## src/rtl/rs_add_station.sv

```systemverilog
// Integer add/sub reservation station: CDB-snooping entries feed a two-stage
// adder whose result waits in a single broadcast buffer for the CDB grant.
module rs_add_station #(
    parameter int unsigned NUM_ENTRIES = 3,
    parameter int unsigned DATA_W      = 32,
    parameter int unsigned TAG_W       = 4,
    parameter int unsigned RS_TAG_BASE = 1
) (
    input  logic              clk,
    input  logic              rst_n,
    input  logic              issue_valid,
    input  logic              issue_op,
    input  logic [DATA_W-1:0] issue_vj,
    input  logic [TAG_W-1:0]  issue_qj,
    input  logic [DATA_W-1:0] issue_vk,
    input  logic [TAG_W-1:0]  issue_qk,
    output logic              issue_ready,
    output logic [TAG_W-1:0]  issue_tag,
    input  logic              cdb_valid,
    input  logic [TAG_W-1:0]  cdb_tag,
    input  logic [DATA_W-1:0] cdb_data,
    output logic              status_rs_add,
    input  logic              CTRL_cdb_add,
    output logic [TAG_W-1:0]  out_tag,
    output logic [DATA_W-1:0] out_data
);
    localparam int unsigned IDX_W = (NUM_ENTRIES > 1) ? $clog2(NUM_ENTRIES) : 1;

    typedef enum logic [1:0] {ST_FREE, ST_WAIT, ST_READY, ST_EXEC} ent_state_e;

    typedef struct packed {
        logic              op;
        logic [DATA_W-1:0] vj;
        logic [TAG_W-1:0]  qj;
        logic [DATA_W-1:0] vk;
        logic [TAG_W-1:0]  qk;
    } ent_t;

    typedef struct packed {
        logic              op;
        logic [DATA_W-1:0] vj;
        logic [DATA_W-1:0] vk;
        logic [TAG_W-1:0]  tag;
    } uop_t;

    ent_state_e st_q  [NUM_ENTRIES];
    ent_state_e st_d  [NUM_ENTRIES];
    ent_t       ent_q [NUM_ENTRIES];
    ent_t       ent_d [NUM_ENTRIES];

    logic              s1_v_q;
    logic              s2_v_q;
    uop_t              s1_q;
    uop_t              s2_q;

    logic              grant_c;
    logic              s2_go_c;
    logic              s1_go_c;
    logic              disp_ok_c;
    logic              cdb_hit_c;
    logic              alloc_hit_c;
    logic [IDX_W-1:0]  alloc_idx_c;
    logic              disp_hit_c;
    logic [IDX_W-1:0]  disp_idx_c;
    logic              do_disp_c;
    logic              issue_fire_c;
    ent_t              issue_ent_c;
    uop_t              disp_uop_c;
    logic              nfree_hit_c;
    logic [IDX_W-1:0]  nfree_idx_c;
    logic [TAG_W-1:0]  issue_tag_d;
    logic [DATA_W-1:0] result_c;

    // Pipeline flow control: a grant only counts while a result is on offer.
    always_comb begin
        grant_c      = status_rs_add & CTRL_cdb_add;
        s2_go_c      = ~status_rs_add | grant_c;
        s1_go_c      = ~s2_v_q | s2_go_c;
        disp_ok_c    = ~s1_v_q | s1_go_c;
        cdb_hit_c    = cdb_valid & (cdb_tag != '0);
        do_disp_c    = disp_hit_c & disp_ok_c;
        issue_fire_c = issue_valid & issue_ready & alloc_hit_c;
        result_c     = s2_q.op ? (s2_q.vj - s2_q.vk) : (s2_q.vj + s2_q.vk);
    end

    // Lowest-index FREE entry for allocation and lowest-index READY for dispatch.
    always_comb begin
        alloc_hit_c = 1'b0;
        alloc_idx_c = '0;
        disp_hit_c  = 1'b0;
        disp_idx_c  = '0;
        for (int i = int'(NUM_ENTRIES) - 1; i >= 0; i--) begin
            if (st_q[i] == ST_FREE) begin
                alloc_hit_c = 1'b1;
                alloc_idx_c = IDX_W'(i);
            end
            if (st_q[i] == ST_READY) begin
                disp_hit_c = 1'b1;
                disp_idx_c = IDX_W'(i);
            end
        end
    end

    // Incoming instruction with same-cycle CDB bypass applied.
    always_comb begin
        issue_ent_c.op = issue_op;
        issue_ent_c.vj = issue_vj;
        issue_ent_c.qj = issue_qj;
        issue_ent_c.vk = issue_vk;
        issue_ent_c.qk = issue_qk;
        if (cdb_hit_c && (issue_qj == cdb_tag)) begin
            issue_ent_c.vj = cdb_data;
            issue_ent_c.qj = '0;
        end
        if (cdb_hit_c && (issue_qk == cdb_tag)) begin
            issue_ent_c.vk = cdb_data;
            issue_ent_c.qk = '0;
        end
    end

    always_comb begin
        disp_uop_c.op  = ent_q[disp_idx_c].op;
        disp_uop_c.vj  = ent_q[disp_idx_c].vj;
        disp_uop_c.vk  = ent_q[disp_idx_c].vk;
        disp_uop_c.tag = TAG_W'(RS_TAG_BASE) + TAG_W'(disp_idx_c);
    end

    // Per-entry next state.
    always_comb begin
        for (int i = 0; i < int'(NUM_ENTRIES); i++) begin
            st_d[i]  = st_q[i];
            ent_d[i] = ent_q[i];
            case (st_q[i])
                ST_FREE: begin
                    if (issue_fire_c && (alloc_idx_c == IDX_W'(i))) begin
                        ent_d[i] = issue_ent_c;
                        st_d[i]  = ((issue_ent_c.qj == '0) && (issue_ent_c.qk == '0))
                                   ? ST_READY : ST_WAIT;
                    end
                end
                ST_WAIT: begin
                    if (cdb_hit_c && (ent_q[i].qj == cdb_tag)) begin
                        ent_d[i].vj = cdb_data;
                        ent_d[i].qj = '0;
                    end
                    if (cdb_hit_c && (ent_q[i].qk == cdb_tag)) begin
                        ent_d[i].vk = cdb_data;
                        ent_d[i].qk = '0;
                    end
                    if ((ent_d[i].qj == '0) && (ent_d[i].qk == '0)) begin
                        st_d[i] = ST_READY;
                    end
                end
                ST_READY: begin
                    if (do_disp_c && (disp_idx_c == IDX_W'(i))) begin
                        st_d[i] = ST_EXEC;
                    end
                end
                ST_EXEC: begin
                    if (grant_c && (out_tag == TAG_W'(RS_TAG_BASE + unsigned'(i)))) begin
                        st_d[i] = ST_FREE;
                    end
                end
                default: st_d[i] = ST_FREE;
            endcase
        end
    end

    // Allocation view for next cycle, so entries freed now are offered next cycle.
    always_comb begin
        nfree_hit_c = 1'b0;
        nfree_idx_c = '0;
        for (int i = int'(NUM_ENTRIES) - 1; i >= 0; i--) begin
            if (st_d[i] == ST_FREE) begin
                nfree_hit_c = 1'b1;
                nfree_idx_c = IDX_W'(i);
            end
        end
        issue_tag_d = nfree_hit_c ? (TAG_W'(RS_TAG_BASE) + TAG_W'(nfree_idx_c)) : '0;
    end

    always_ff @(posedge clk or negedge rst_n) begin
        if (!rst_n) begin
            for (int i = 0; i < int'(NUM_ENTRIES); i++) begin
                st_q[i]  <= ST_FREE;
                ent_q[i] <= '0;
            end
            issue_ready <= 1'b1;
            issue_tag   <= TAG_W'(RS_TAG_BASE);
        end else begin
            for (int i = 0; i < int'(NUM_ENTRIES); i++) begin
                st_q[i]  <= st_d[i];
                ent_q[i] <= ent_d[i];
            end
            issue_ready <= nfree_hit_c;
            issue_tag   <= issue_tag_d;
        end
    end

    // S1 -> S2 -> broadcast buffer; each stage holds while its successor stalls.
    always_ff @(posedge clk or negedge rst_n) begin
        if (!rst_n) begin
            s1_v_q        <= 1'b0;
            s1_q          <= '0;
            s2_v_q        <= 1'b0;
            s2_q          <= '0;
            status_rs_add <= 1'b0;
            out_tag       <= '0;
            out_data      <= '0;
        end else begin
            if (disp_ok_c) begin
                s1_v_q <= do_disp_c;
                if (do_disp_c) begin
                    s1_q <= disp_uop_c;
                end
            end
            if (s1_go_c) begin
                s2_v_q <= s1_v_q;
                s2_q   <= s1_q;
            end
            if (s2_go_c) begin
                status_rs_add <= s2_v_q;
                out_tag       <= s2_v_q ? s2_q.tag : '0;
                out_data      <= s2_v_q ? result_c : '0;
            end
        end
    end

endmodule

```

## config.mk

```make
export PLATFORM = sky130hd
export DESIGN_NAME = rs_add_station
export DESIGN_NICKNAME = d
export VERILOG_FILES = /design/src/rtl/rs_add_station.sv
export SDC_FILE = /design/constraint.sdc
export NUM_CORES = 1
export LEC_CHECK = 0
export CAP_MARGIN = 25
export CORE_ASPECT_RATIO = 0.6
export CORE_MARGIN = 2
export CORE_UTILIZATION = 45
export DETAILED_ROUTE_END_ITERATION = 10
export MAX_ROUTING_LAYER = met4
export SLEW_MARGIN = 20
export SYNTH_ARGS = -nofsm -noshare
export SYNTH_HDL_FRONTEND = slang
export SYNTH_SLANG_ARGS = --single-unit
```

## constraint.sdc

```tcl
create_clock -name clk -period 9.55 [get_ports clk]
set_input_delay 1.91 -clock clk [delete_from_list [all_inputs] [get_ports clk]]
set_output_delay 1.91 -clock clk [all_outputs]
set_load 0.02 [all_outputs]
```

==> metrics.csv, run 1 <==
stage,metric,value,unit
power_and_ir_drop,power.density,386,nW/um^2
clock_tree,cts.htree.levels,2,
route,wire_per_inst,21.5,um
place,port_buffers,153,
finish,n_antenna_cell,0,
setup_path,worst-setup-path-type,flip-flop to flip-flop,
route,dr.pass1.iters,6,
floorplan,io_pins,156,
timing,period_needed,5.01,ns
timing,hold_slack,0.477,ns
setup_path,crit_family,simple AND/OR/NAND/NOR gates,
worst_hold_path,hold_path.class,flip-flop to flip-flop,
route,via_per_inst,5.91,
timing,setup_viol,0,
place,hpwl,41600,um
synth,synth_top_area_share,47.7,%
timing,hold_viol,0,
power_and_ir_drop,p_sw,3900,uW
clock_tree,path_clk_slew,0.06,ns
global_route,grt_max_degree,163,
finish,utilization,53.0,%
worst_hold_path,holdCritStartpoint,s1_q[33],
floorplan,start_util,45.5,%
timing,max_freq,0.200,GHz
setup_path,worstSetupStartpointType,flip-flop,
setup_path,arrival,5.43,ns
floorplan,die_h,171,um
setup_path,rrSetupSlack,4.54,ns
clock_tree,cts.sinks,403,
synth,ys.flop_type,dfrtp_1,
floorplan,row_count,61,
timing,relSlewSlack,34.5,%
synth,ys_warn_count,0,
synth,synthArstFlopShare,100,%
status,status,completed,
route,via_count,17300,
synth,synthCells,2202,
global_route,grtUsageTotal,27.1,%
clock_tree,clock_latency,0.56,ns
clock_tree,cts_resized,0,
synth,ys_seq_area_share,48.0,%
global_route,grt-ovfl-total,0,
clock_tree,numCtsBuffers,41,
timing,rsz0062_at_grt,false,
timing,fin_tns_setup,0,ns
synth,synth-edff-count,0,
setup_path,required,9.97,ns
setup_path,crit_path_frequent_cell,a31oi_1,
clock_tree,cts-hold-fix-buffers,0,
synth,synth_area_leaders,"dfrtp_1, o21ai_0, mux2i_1",
finish,fin_area,24500,um^2
floorplan,die_area,48500,um^2
synth,yosysUniqueCellTypes,62,
setup_path,worstRegToRegCells,14,
global_route,antenna_found_initial,0,
timing,tightest_slew,0.982,ns
setup_path,endpoint_kind,flip-flop,
setup_path,critPathBufInv,0,
power_and_ir_drop,pwr-share-comb,48.1,%
setup_path,rr_startpoint,s2_q[14],
floorplan,dieWidth,283,um
timing,slew_viol_final,0,
setup_path,crit_fanout,6,
power_and_ir_drop,ir_worst_vdd,0.157,mV
clock_tree,cts_tree,yes,
worst_hold_path,worstHoldPathCells,2,
synth,ys_ff_latch,403,
clock_tree,cts_buffer_depth,3,
place,place_area,23100,um^2
power_and_ir_drop,power,9460,uW
timing,fin_crit_sh,52.5,%
clock_tree,postCtsSetupRepairBufs,0,
floorplan,core_area,46300,um^2
power_and_ir_drop,leakage,0.0101,uW
setup_path,reg2reg_to,out_data[30],
place,place_congestion,0.884,
power_and_ir_drop,internal_power,5560,uW
setup_path,path_cells,or4_1 > or3_4 > nor4_1 > a21oi_1 > xnor2_1 > ha_1 > nand4_1 > or4b_2 > a31oi_1 > nor2_1 > a31oi_1 > a221o_1 > o41ai_1 > a41o_1,
setup_path,cpPeakStageDelay,0.73,ns
synth,synth_area,21000,um^2
route,drtAntennaViolNets,0,
worst_hold_path,worstHoldEndpoint,s1_q[33],
job,max_cap_violations,0,
finish,finalNetCount,2420,
finish,syn_to_final_growth,16.6,%
timing,fin_skew,0.0291,ns
power_and_ir_drop,pwr-share-clk,18.1,%
global_route,grt_pass1_wl,101000,um
route,drt-initial-drc-count,1717,
finish,fillers,4192,
global_route,first_global_vias,17100,
synth,postSynthAreaPerCell,9.55,um^2
power_and_ir_drop,seq_power_share,33.8,%
route,wirelength,63100,um
setup_path,cp_slowest_cell,nor4_1,
synth,synth_largest_area_cell,dfrtp_1,
finish,drive_gt1_share,8.66,%
power_and_ir_drop,sw_frac_of_total,41.2,%
route,remaining_drc_errors,0,
clock_tree,clockRootBuffer,clkbuf_16,
-- power by group through the flow --
stage          sequential (uW)  clock [uW]  combinational (uW)
6_report                  3200        1720                4550
5_1_grt                   3310        1820                5090
4_1_cts                   3190        1740                4560
3_5_place_dp              3220           0                4540
3_3_place_gp              3190           0                4450
2_1_floorplan             3080           0                3250
-- stage by stage --
stage	setup slack [ns]	cells
after CTS	4.64	2928
after global routing	4.21	2928
after detailed placement	4.35	2855
after floorplan	5.31	2203
final	4.54	2928
after global placement	4.46	2855
-- cell usage in the layout, fill, tap and decap left out, types with 7 or more instances in the layout --
cell             instances
xnor2_1                 67
clkbuf_16               41
nand3_1                 27
mux2i_1                130
xor2_1                  16
clkinv_2                 7
ha_1                    37
clkbuf_8                 7
clkdlybuf4s50_1        152
o21a_1                 136
nand2_1                214
buf_4                   25
dfrtp_1                400
nand4_1                 12
nor3_1                  19
nor4_1                  13
a21oi_1                 67
a31oi_1                 40
mux2_2                  67
a21o_1                  25
a221o_1                 34
clkbuf_1                 7
o21ai_0                455
inv_1                   19
o22ai_1                 12
nor2_1                 149
-- cell type report --
class | instances | area [um^2] | share of cell area [%]
tap | 630 | 788 | 3.22
clock buffer | 55 | 1150 | 4.69
sequential | 403 | 10100 | 41.2
inverter | 19 | 71.3 | 0.291
clock inverter | 18 | 254 | 1.04
multi-input combinational | 1622 | 10400 | 42.4
timing repair buffer | 181 | 1780 | 7.24
-- metal layers --
metal	vias up	track usage, %	part of all wire, %
li1	8028	-	-
met1	8600	37.6	46
met2	563	41.3	44
met3	100	4.12	6.5
met4	0	7.84	2.8
met5	-	-	0
-- cell usage after synthesis (5+ instances only) --
master    count
a21o_1       25
mux2i_1     130
xor2_1       16
inv_1        19
dfrtp_1     401
nor2_1      153
o21ai_0     456
o21a_1      136
a21oi_1      68
clkbuf_1    131
o22ai_1      12
nand3_1      29
ha_1         37
nor2b_1      10
a31oi_1      40
nor3_1       19
xnor2_1      67
o31ai_1       6
nand2b_1      6
a221o_1      34
o21bai_1      6
mux2_2       67
buf_1        24
nand2_1     215
nor4_1       13
a211oi_1      5
nand4_1      12
and3_1        5
-- worst max-delay path by stage --
| stage | startpoint | end | slack (ns) | depth (start not counted) |
|---|---|---|---|---|
| finish | s2_q[14] | out_data[30] | 4.54 | 14 |
| detailed placement | issue_valid | ent_q[11] | 4.35 | 8 |
| global placement | issue_valid | ent_q[5] | 4.46 | 8 |
| global route | s2_q[14] | out_data[30] | 4.21 | 14 |
| CTS | s2_q[14] | out_data[30] | 4.64 | 14 |
| floorplan | s2_q[6] | out_data[30] | 5.31 | 15 |
-- cell families (layout without fill, tap and decap cells) --
kind of cell / after synthesis / after routing / synth area share, %
AND/OR/NAND/NOR: 493 / 493 / 10.3
XOR/XNOR: 84 / 84 / 3.53
other: 1 / 2 / 0.0178
flip-flops: 403 / 403 / 48.0
adder cells (fa/ha/maj): 38 / 38 / 2.30
AO/OA/AOI/OAI: 808 / 808 / 22.9
multiplexers: 197 / 197 / 9.77
buffers and inverters: 178 / 273 / 3.22
-- registers in the layout, indices dropped and copies added, names as in the netlist --
signal / flops
issue_ready: 1
out_data: 32
status_rs_add: 1
s1_q: 68
s2_q: 68
issue_tag: 3
s2_v_q: 1
out_tag: 3
st_q: 6
ent_q: 219
s1_v_q: 1
-- worst min-delay path, cell delays in order (launching register included) --
cell and delay, ns:
dfrtp_1 0.34, nand2_1 0.05, o21ai_0 0.06
Note: power is estimated with default switching activity, not from simulation.
==> inputs of run 2 (changes only) <==
--- a/config.mk
+++ b/config.mk
@@ -11,6 +11,7 @@
 export CORE_UTILIZATION = 45
 export DETAILED_ROUTE_END_ITERATION = 10
 export MAX_ROUTING_LAYER = met4
+export PLACE_DENSITY = 0.66
 export SLEW_MARGIN = 20
 export SYNTH_ARGS = -nofsm -noshare
 export SYNTH_HDL_FRONTEND = slang
==> constraint.sdc (replaced) <==
create_clock -name clk -period 4.1 [get_ports clk]
set_input_delay 0.82 -clock clk [delete_from_list [all_inputs] [get_ports clk]]
set_output_delay 0.82 -clock clk [all_outputs]
set_load 0.02 [all_outputs]
==> metrics.csv, run 2 (synthesized netlist as in run 1, its figures left out) <==
stage,metric,value,unit,change
setup_path,reg2reg_to,out_data[30],,unchanged
floorplan,row_count,61,,unchanged
setup_path,crit_start,s2_q[6],,was s2_q[14]
finish,top_regs,"ent_q: 219 flops, s1_q: 68 flops, s2_q: 68 flops",,unchanged
place,pre_cts_ws,-0.328,ns,was 4.35 ns
clock_tree,cts.sinks,403,,unchanged
setup_path,worst-setup-path-type,flip-flop to flip-flop,,unchanged
place,port_buffers,153,,unchanged
finish,multi_input_area,10500,um^2,"was 10,400 um^2"
place,place_congestion,0.877,,was 0.884
global_route,grt-ovfl-total,0,,unchanged
global_route,first_global_vias,17700,,was 17.1k
finish,seqCellArea,10100,um^2,about the same
route,remaining_drc_errors,0,,unchanged
route,via_per_inst,5.92,,was 5.91
timing,tightest_slew,0.988,ns,was 0.982 ns
timing,hold_viol,0,,unchanged
timing,fin_skew,0.0118,ns,was 0.0291 ns
power_and_ir_drop,ir_worst_vdd,0.378,mV,was 0.157 mV
timing,max_freq,0.235,GHz,was 0.200 GHz
timing,hold_slack,0.309,ns,was 0.477 ns
status,violations,setup timing,,
route,drt-initial-drc-count,1680,,"was 1,717"
setup_path,required,4.53,ns,was 9.97 ns
finish,drive_gt1_share,13.0,%,was 8.66%
timing,fin_tns_setup,-0.181,ns,was 0 ns
global_route,grt_pass1_wl,100000,um,"was 101,000 um"
clock_tree,cts_tree,yes,,unchanged
clock_tree,numCtsBuffers,39,,was 41
timing,setup_viol,2,,was 0
setup_path,endpoint_kind,flip-flop,,unchanged
setup_path,worstSetupStartpointType,flip-flop,,unchanged
finish,final_cell_mix,"o21ai_0, dfrtp_1, nand2_1",,unchanged
finish,mostFrequentLayoutCell,o21ai_0,,unchanged
worst_hold_path,hold_path.class,primary input to async pin,,was flip-flop to flip-flop
clock_tree,path_clk_slew,0.06,ns,about the same
finish,finalNetCount,2512,,"was 2,420"
global_route,antenna_found_initial,0,,unchanged
route,dr.pass1.iters,7,,was 6
setup_path,crit_fanout,2,,was 6
setup_path,rrSetupSlack,-0.16,ns,was 4.54 ns
global_route,grt_max_degree,110,,was 163
clock_tree,cts-hold-fix-buffers,0,,unchanged
global_route,grtUsageTotal,26.5,%,was 27.1%
power_and_ir_drop,leakage,0.0106,uW,was 0.0101 uW
finish,n_antenna_cell,0,,unchanged
clock_tree,cts.htree.levels,2,,unchanged
floorplan,dieWidth,283,um,unchanged
timing,relSlewSlack,34.0,%,was 34.5%
floorplan,io_pins,156,,unchanged
finish,syn_to_final_growth,20.5,%,was 16.6%
route,wirelength,62600,um,"was 63,100 um"
setup_path,arrival,4.69,ns,was 5.43 ns
finish,largest_reg_flops,219,,unchanged
timing,slew_viol_final,0,,unchanged
job,max_cap_violations,0,,unchanged
timing,period_needed,4.26,ns,was 5.01 ns
timing,worst_slack,-0.157,ns,was 4.54 ns
setup_path,rr_startpoint,s2_q[6],,was s2_q[14]
timing,rsz0062_at_grt,true,,was false
status,status,"finished, violations left",,was completed
finish,regMostFlops,ent_q,,unchanged
floorplan,core_area,46300,um^2,unchanged
finish,fillers,4038,,"was 4,192"
timing,fin_crit_sh,104,%,was 52.5%
power_and_ir_drop,power.density,903,nW/um^2,was 386 nW/um^2
clock_tree,clockRootBuffer,clkbuf_16,,unchanged
place,hpwl,42700,um,"was 41,600 um"
route,via_count,17800,,was 17.3k
floorplan,die_h,171,um,unchanged
setup_path,worstRegToRegCells,15,,was 14
route,wire_per_inst,20.8,um,was 21.5 um
clock_tree,clock_latency,0.54,ns,was 0.56 ns
clock_tree,cts_buffer_depth,3,,unchanged
floorplan,die_area,48500,um^2,unchanged
route,drtAntennaViolNets,0,,unchanged
floorplan,start_util,45.5,%,unchanged
-- run 2: cell count changes in the layout (fill, tap and decap cells not counted), moves of 4 or more --
| cell | change |
|---|---|
| a31oi_1 | -4 |
| buf_12 | +5 |
| buf_4 | +87 |
| clkinv_2 | -4 |
| nor2_1 | -4 |
| nor2_2 | +4 |
| o21ai_0 | -6 |
-- run 2: final cells by class --
class                      count  share of cell area, %
multi-input combinational   1622                   41.6
sequential                   403                   39.8
timing repair buffer         275                   10.1
clock buffer                  56                   4.50
tap                          630                   3.11
clock inverter                 9                  0.598
inverter                      19                  0.281
-- run 2: worst max-delay path by stage --
stage,endpoint,slack (ns),cells after the start
final,out_data[30],-0.16,15
after global routing,out_data[30],-0.32,15
after CTS,out_data[30],-0.17,15
after detailed placement,out_data[30],-0.33,15
after global placement,out_data[30],-0.28,15
after floorplan,out_data[30],-0.13,15
-- run 2: timing repair --
action | 4_1_cts | 5_1_grt
setup buffers | 3 | 2
pin swaps | 15 | 10
resized for setup | 18 | 23
setup endpoints to repair | 8 | 13
-- run 2: power breakdown --
group / switching (uW) / internal [uW] / total (uW)
logic: 6380 / 5390 / 11800
clock network: 1560 / 2180 / 3740
registers: 1340 / 6030 / 7370
-- run 2: layer usage --
| layer | part of all wire, % | wire [um] | global-route usage, % |
|---|---|---|---|
| met3 | 6.7 | 4200 | 3.32 |
| met1 | 45 | 28000 | 36.3 |
| met4 | 2.5 | 1580 | 7.15 |
| met5 | 0 | 0 | - |
| met2 | 46 | 28800 | 42.0 |
-- run 2: critical path, stage by stage (launching register included) --
cell and delay, ns:
dfrtp_1 0.37, or4_4 0.55, or4_4 0.46, or3_4 0.38, nor4_4 0.14, nor2_1 0.07, xnor2_1 0.14, ha_1 0.31
nand4_1 0.12, or4b_4 0.52, a31oi_4 0.19, nor2_2 0.08, a31oi_2 0.23, a221o_1 0.25, o41ai_2 0.09, a41o_1 0.22
-- run 2: through the flow --
step	area (um^2)	instances	util, %	total power [uW]
floorplan	21000	2203	-	14700
global placement	23800	2946	51.6	18300
detailed placement	23800	2946	51.6	18700
CTS	25200	3013	54.5	22700
global route	25300	3014	54.8	24600
finish	25300	3014	54.8	22900
